File: src/rtl/axi_wr_split_ctrl.sv
// axi_wr_split_ctrl
// Sequencing controller for the AXI4-to-AXI3 write path. It takes one AXI4
// write burst at a time and pulses the virtual master load. It then issues
// one Burst_Out per AXI3 sub-burst address and passes write data straight
// through, regenerating WLAST every sub-burst. The per-sub-burst B responses
// are merged into a single AXI4 response, keeping the worst one.
//
// Optional feature macro: AXI_WR_SPLIT_WLAST_CHECK_EN
//   When defined, every W handshake compares the upstream S_AXI_wlast with the
//   position of the final beat of the whole AXI4 burst. Any disagreement sets
//   the sticky Protocol_Err flag, which clears only on reset.
//   When undefined, S_AXI_wlast is ignored and Protocol_Err is tied low.

module axi_wr_split_ctrl #(
    parameter int Data_width  = 32,
    parameter int AXI3_Aw_len = 4
) (
    input  logic                    ACLK,
    input  logic                    ARESETN,

    // AXI4 address handshake from the selected master
    input  logic                    S_AXI_awvalid,
    output logic                    S_AXI_awready,

    // Arbiter grant and virtual master interaction
    input  logic                    Token,
    output logic                    Load_The_Original_Signals,
    output logic                    Burst_Out,
    input  logic                    Last_Trans,
    input  logic [AXI3_Aw_len-1:0]  Sub_Len,

    // AXI3 slave address ready
    input  logic                    M_AXI_awready,

    // AXI4 write data channel
    input  logic [Data_width-1:0]   S_AXI_wdata,
    input  logic [Data_width/8-1:0] S_AXI_wstrb,
    input  logic                    S_AXI_wlast,
    input  logic                    S_AXI_wvalid,
    output logic                    S_AXI_wready,

    // AXI3 write data channel
    output logic [Data_width-1:0]   M_AXI_wdata,
    output logic [Data_width/8-1:0] M_AXI_wstrb,
    output logic                    M_AXI_wlast,
    output logic                    M_AXI_wvalid,
    input  logic                    M_AXI_wready,

    // AXI3 write response channel
    input  logic [1:0]              M_AXI_bresp,
    input  logic                    M_AXI_bvalid,
    output logic                    M_AXI_bready,

    // AXI4 write response channel
    output logic [1:0]              S_AXI_bresp,
    output logic                    S_AXI_bvalid,
    input  logic                    S_AXI_bready,

    // Status
    output logic                    Busy,
    output logic                    Protocol_Err
);

    typedef enum logic [2:0] {
        IDLE  = 3'd0,
        LOAD  = 3'd1,
        ADDR  = 3'd2,
        DATA  = 3'd3,
        RESP  = 3'd4,
        SRESP = 3'd5
    } state_t;

    state_t                 state;
    state_t                 state_nxt;

    logic [AXI3_Aw_len-1:0] beat_cnt;
    logic [AXI3_Aw_len-1:0] len_q;
    logic                   last_q;
    logic [1:0]             resp_acc;

    logic                   w_hs;
    logic                   beat_is_last;

    // AXI response codes are ordered so that the numerically larger code is
    // the more severe one (DECERR > SLVERR > EXOKAY > OKAY).
    function automatic logic [1:0] resp_worst(input logic [1:0] a, input logic [1:0] b);
        return (a > b) ? a : b;
    endfunction

    // The final beat of the current sub-burst is reached when the beat counter
    // equals the captured awlen. The compare happens before the increment, so
    // a 16-beat sub-burst (len 15) never sees the counter wrap first.
    assign beat_is_last = (beat_cnt == len_q);

    // A W beat moves only while in DATA and both sides agree.
    assign w_hs = (state == DATA) && S_AXI_wvalid && M_AXI_wready;

    // Write data and strobes are a pure pass-through with no buffering.
    assign M_AXI_wdata = S_AXI_wdata;
    assign M_AXI_wstrb = S_AXI_wstrb;

    assign Busy = (state != IDLE);

    // State register; an asynchronous reset abandons any transfer in flight.
    always_ff @(posedge ACLK or negedge ARESETN) begin
        if (!ARESETN) begin
            state <= IDLE;
        end else begin
            state <= state_nxt;
        end
    end

    // Next-state logic and all handshake outputs, derived from the current state.
    always_comb begin
        state_nxt                 = state;
        S_AXI_awready             = 1'b0;
        Load_The_Original_Signals = 1'b0;
        Burst_Out                 = 1'b0;
        M_AXI_wvalid              = 1'b0;
        S_AXI_wready              = 1'b0;
        M_AXI_wlast               = 1'b0;
        M_AXI_bready              = 1'b0;
        S_AXI_bvalid              = 1'b0;
        S_AXI_bresp               = 2'b00;

        case (state)
            IDLE: begin
                // Gating with ARESETN keeps the AW accept and load pulse low
                // while reset is held, even if a request is waiting.
                if (ARESETN && S_AXI_awvalid && Token) begin
                    S_AXI_awready             = 1'b1;
                    Load_The_Original_Signals = 1'b1;
                    state_nxt                 = LOAD;
                end
            end

            LOAD: begin
                // One settling cycle for the virtual master registers.
                state_nxt = ADDR;
            end

            ADDR: begin
                // Losing the grant here simply stalls; nothing is issued.
                if (M_AXI_awready && Token) begin
                    Burst_Out = 1'b1;
                    state_nxt = DATA;
                end
            end

            DATA: begin
                M_AXI_wvalid = S_AXI_wvalid;
                S_AXI_wready = M_AXI_wready;
                M_AXI_wlast  = beat_is_last;
                if (w_hs && beat_is_last) begin
                    state_nxt = RESP;
                end
            end

            RESP: begin
                M_AXI_bready = 1'b1;
                if (M_AXI_bvalid) begin
                    state_nxt = last_q ? SRESP : ADDR;
                end
            end

            SRESP: begin
                S_AXI_bvalid = 1'b1;
                S_AXI_bresp  = resp_acc;
                if (S_AXI_bready) begin
                    state_nxt = IDLE;
                end
            end

            default: begin
                state_nxt = IDLE;
            end
        endcase
    end

    // Capture the sub-burst length and last flag when its address is accepted.
    always_ff @(posedge ACLK or negedge ARESETN) begin
        if (!ARESETN) begin
            len_q  <= '0;
            last_q <= 1'b0;
        end else if (Burst_Out) begin
            len_q  <= Sub_Len;
            last_q <= Last_Trans;
        end
    end

    // Beat counter: restarts on each new sub-burst, advances on each W beat.
    always_ff @(posedge ACLK or negedge ARESETN) begin
        if (!ARESETN) begin
            beat_cnt <= '0;
        end else if (Burst_Out) begin
            beat_cnt <= '0;
        end else if (w_hs) begin
            beat_cnt <= beat_cnt + 1'b1;
        end
    end

    // Response merge: cleared at load, then keeps the worst sub-burst response.
    always_ff @(posedge ACLK or negedge ARESETN) begin
        if (!ARESETN) begin
            resp_acc <= 2'b00;
        end else if (Load_The_Original_Signals) begin
            resp_acc <= 2'b00;
        end else if ((state == RESP) && M_AXI_bvalid) begin
            resp_acc <= resp_worst(resp_acc, M_AXI_bresp);
        end
    end

`ifdef AXI_WR_SPLIT_WLAST_CHECK_EN
    logic prot_err;

    // Sticky flag: upstream WLAST must mark exactly the last beat of the last sub-burst.
    always_ff @(posedge ACLK or negedge ARESETN) begin
        if (!ARESETN) begin
            prot_err <= 1'b0;
        end else if (w_hs && (S_AXI_wlast != (last_q && beat_is_last))) begin
            prot_err <= 1'b1;
        end
    end

    assign Protocol_Err = prot_err;
`else
    logic unused_wlast;

    assign unused_wlast = S_AXI_wlast;
    assign Protocol_Err = 1'b0;
`endif

endmodule
File: config.mk
export PLATFORM = sky130hd
export DESIGN_NAME = axi_wr_split_ctrl
export DESIGN_NICKNAME = d
export VERILOG_FILES = /design/src/rtl/axi_wr_split_ctrl.sv
export SDC_FILE = /design/constraint.sdc
export NUM_CORES = 1
export LEC_CHECK = 0
export CAP_MARGIN = 20
export CORE_AREA = 3 3 58 73
export CTS_BUF_LIST = sky130_fd_sc_hd__clkbuf_8
export DETAILED_ROUTE_END_ITERATION = 6
export DIE_AREA = 0 0 61 76
export GPL_TIMING_DRIVEN = 0
export MAX_ROUTING_LAYER = met4
export PLACE_DENSITY_LB_ADDON = 0.1
export SLEW_MARGIN = 25
export SYNTH_ARGS = -nofsm -noshare
export SYNTH_HDL_FRONTEND = slang
export SYNTH_SLANG_ARGS = --single-unit
File: constraint.sdc
create_clock -name ACLK -period 1.55 [get_ports ACLK]
set_input_delay 0.31 -clock ACLK [delete_from_list [all_inputs] [get_ports ACLK]]
set_output_delay 0.31 -clock ACLK [all_outputs]
set_load 0.01 [all_outputs]
==> results.toml <==
[finish]
post-route-util_pct = 64.60
antenna-diode-count = 0
final.fill_count = 307
area_growth_syn_to_layout_pct = 98.60
finish.net_count = 284
layout-drive-gt1-share_pct = 50.22
design_area_um2 = 2308

[drt]
detailedRoute.firstIterationViolations = 28
routed_wire_length_per_instance_um = 15.03
drtAntennaViolNets = 0
detail_route.first_pass.iterations = 4
detail_route.drc_violations = 0
route.vias.total = 1269
detail_route.wirelength_um = 3997
viasPerCell = 4.771

[sta]
count_of_endpoints_failing_setup_in_the_final_report = 12
final.setup.worst_slack_ns = -0.2165
fin_worst_hold_slack_ns = 0.07445
fmaxAchievable_mhz = 566.1
fin_worst_skew_ns = 0.001362
layout_min_cycle_time_ns = 1.766
layout_worst_path_cycle_share_pct = 114.0
finalHoldViolations = 0
grt_setup_unrepaired = "yes"
final-max-slew-violation-count = 0

[yosys]
combinational_family_with_the_most_area_after_synthesis = "buffers and inverters"
ys_async_sr_fraction_pct = 100.0
synth_xor_xnor_area_share_pct = 6.028
number_of_distinct_library_cells_after_synthesis = 30
synth_adder_area_share_pct = 3.229
ys.warnings.count = 0
synth_ff_type = "sky130_fd_sc_hd__dfrtp_1"
ys_top_cells_by_count = "41 x sky130_fd_sc_hd__buf_4, 14 x sky130_fd_sc_hd__dfrtp_1, 10 x sky130_fd_sc_hd__nor2_1, 8 x sky130_fd_sc_hd__xnor2_1"
yosys.cell_count.top_type = "sky130_fd_sc_hd__buf_4"
synth.area.top_cells = "sky130_fd_sc_hd__dfrtp_1 30%, sky130_fd_sc_hd__buf_4 26%, sky130_fd_sc_hd__xnor2_1 6.0%, sky130_fd_sc_hd__mux2_2 3.9%, sky130_fd_sc_hd__ha_1 3.2%"
synth_cells = 135
synth.net_count = 191
synth_seq_cells = 14
synth_compound_gate_area_share_pct = 9.150
synthSimpleGateAreaFrac_pct = 18.84
yosys.area.top_type_share_pct = 30.14
avgSynthCellArea_um2 = 8.610
synth_area_um2 = 1162
yosys-mux-area-fraction_pct = 3.875
synth_enable_flop_cells = 0
synth_top_area_cell = "sky130_fd_sc_hd__dfrtp_1"
yosysSeqAreaShare_pct = 30.14

[floorplan]
io-pin-count = 101
die_width_um = 61
initial_core_util_pct = 32.53
core_area_um2 = 3573
floorplan.die_area_um2 = 4636
die_extent_in_y_um = 76
row_count = 24

[placed_design]
globalplace.congestion = 0.8182
place.detailed.hpwl_um = 2691
port-buffer-count = 62
postPlaceCellArea_um2 = 1844
post-place-ws_ns = -1.102

[global_route]
grt_util_all_layers_pct = 15.93
grt_first_pass_wirelength_um = 5602
overflow = 0
grt_start_max_net_pins = 17
antenna_violations_before_repair = 0
first_global_vias = 1241

[clock_tree]
cts_root_buf = "sky130_fd_sc_hd__clkbuf_8"
cts.sink_count = 14
cts_hold_repair.buffers = 0
clock_tree.htree_level_count = 1
cts_made_buffers = 3
clock_network_latency_to_the_later_pin_of_the_worst_skew_pair_ns = 0.25
cts-root-to-sink-buffers = 2
worst_setup_hold_path_clk_slew_ns = 0.06
cts_tree = "built"

[power]
irDropWorstVdd_v = 0.001007
power_density_nw_per_um2 = 1400
p_leak_nw = 1.039
total_power_w = 0.003231

[outcome]
failed_checks = "negative setup slack"
run_status = "complete, but fails checks"

[critical_path]
worst-setup-path-type = "flip-flop to output port"
worst_ep_arrival_time_ns = 1.46
crit_required_ns = 1.24
timing.critical_path.from_type = "flip-flop"
worst-path-max-fanout = 6
setup.worst_path.end_class = "output port"

[hold_path]
min-delay-path-class = "input pin to asynchronous set/reset pin"

[job]
timing.max_cap.violations = 0
[cells in the final DEF (no fill, tap or decap), drive strengths merged, types with 2 or more instances in the layout]
cell type / n
a21oi: 4
and2: 2
buf: 75
clkbuf: 5
clkdlybuf4s15: 3
clkdlybuf4s50: 47
dfrtp: 14
dlygate4sd2: 2
ha: 3
inv: 6
mux2: 4
nand2: 7
nand2b: 2
nand3: 7
nor2: 10
nor2b: 2
nor3: 5
o21ai: 7
xnor2: 8
[cell families after synthesis]
group	count (synthesis)
mux	4
simple gates	41
xor+xnor	8
fa+ha+maj	3
other cells	1
compound gates	17
buf+inv	47
flops	14
[report_power, final]
group          total [W]  internal (W)  leakage, nW  switching (W)
combinational    0.00212       0.00121        0.838       0.000913
sequential      0.000743      0.000542        0.173       0.000201
clock           0.000366      0.000225       0.0288       0.000140
[worst paths after layout]
path,from,slack [ns],depth (start not counted),end
setup reg to reg,state[2],-0.11,8,len_q[0]
max in group asynchronous,ARESETN,1.16,1,beat_cnt[0]
min in group ACLK,M_AXI_bresp[1],0.37,3,resp_acc[1]
hold reg to reg,resp_acc[0],0.54,2,resp_acc[0]
setup / recovery,state[2],-0.22,4,S_AXI_awready
hold / removal,ARESETN,0.07,1,len_q[3]
[registers in the layout, indices dropped and copies added, names as in the netlist]
name	count
state	3
len_q	4
beat_cnt	4
resp_acc	2
last_q	1
[area by class of cell]
class / instances / area (um^2) / area share (%)
plain buffers: 40 / 311.5 / 13.50
clock buffers: 4 / 55.05 / 2.385
inverters: 6 / 27.53 / 1.192
multi-input cells: 74 / 666.9 / 28.89
flip-flops and latches: 14 / 352.8 / 15.28
well taps: 39 / 48.80 / 2.114
repair buffers: 89 / 845.8 / 36.64
[worst max-delay path, cell delays in order, from the launching register on]
cell and delay (ns):
sky130_fd_sc_hd__dfrtp_2 0.46, sky130_fd_sc_hd__or3_4 0.43, sky130_fd_sc_hd__nor2_4 0.12, sky130_fd_sc_hd__buf_6 0.11, sky130_fd_sc_hd__buf_6 0.09
[timing repair]
action                                  CTS  global route
gates cloned                              0             0
setup buffers                            17            10
pin swaps                                11            12
hold endpoints to repair                  0             0
resized for setup                        73            31
endpoints found under the setup margin   19            21
[layer usage]
metal | vias up | track usage (%) | wire, um
met2 | 66 | 29.01 | 2264
met3 | 11 | 2.542 | 307
li1 | 597 | - | -
met1 | 595 | 15.22 | 1351
met4 | 0 | 8.026 | 74
met5 | - | - | 0
[metrics by stage]
| stage | setup TNS (ns) | cells |
|---|---|---|
| final | -1.193 | 266 |
| after floorplan | 0 | 135 |
| after global placement | -7.789 | 236 |
| after global routing | -2.227 | 266 |
| after CTS | -1.145 | 257 |
| after detailed placement | -8.417 | 236 |
No activity file was read; power rests on OpenSTA's default activity.
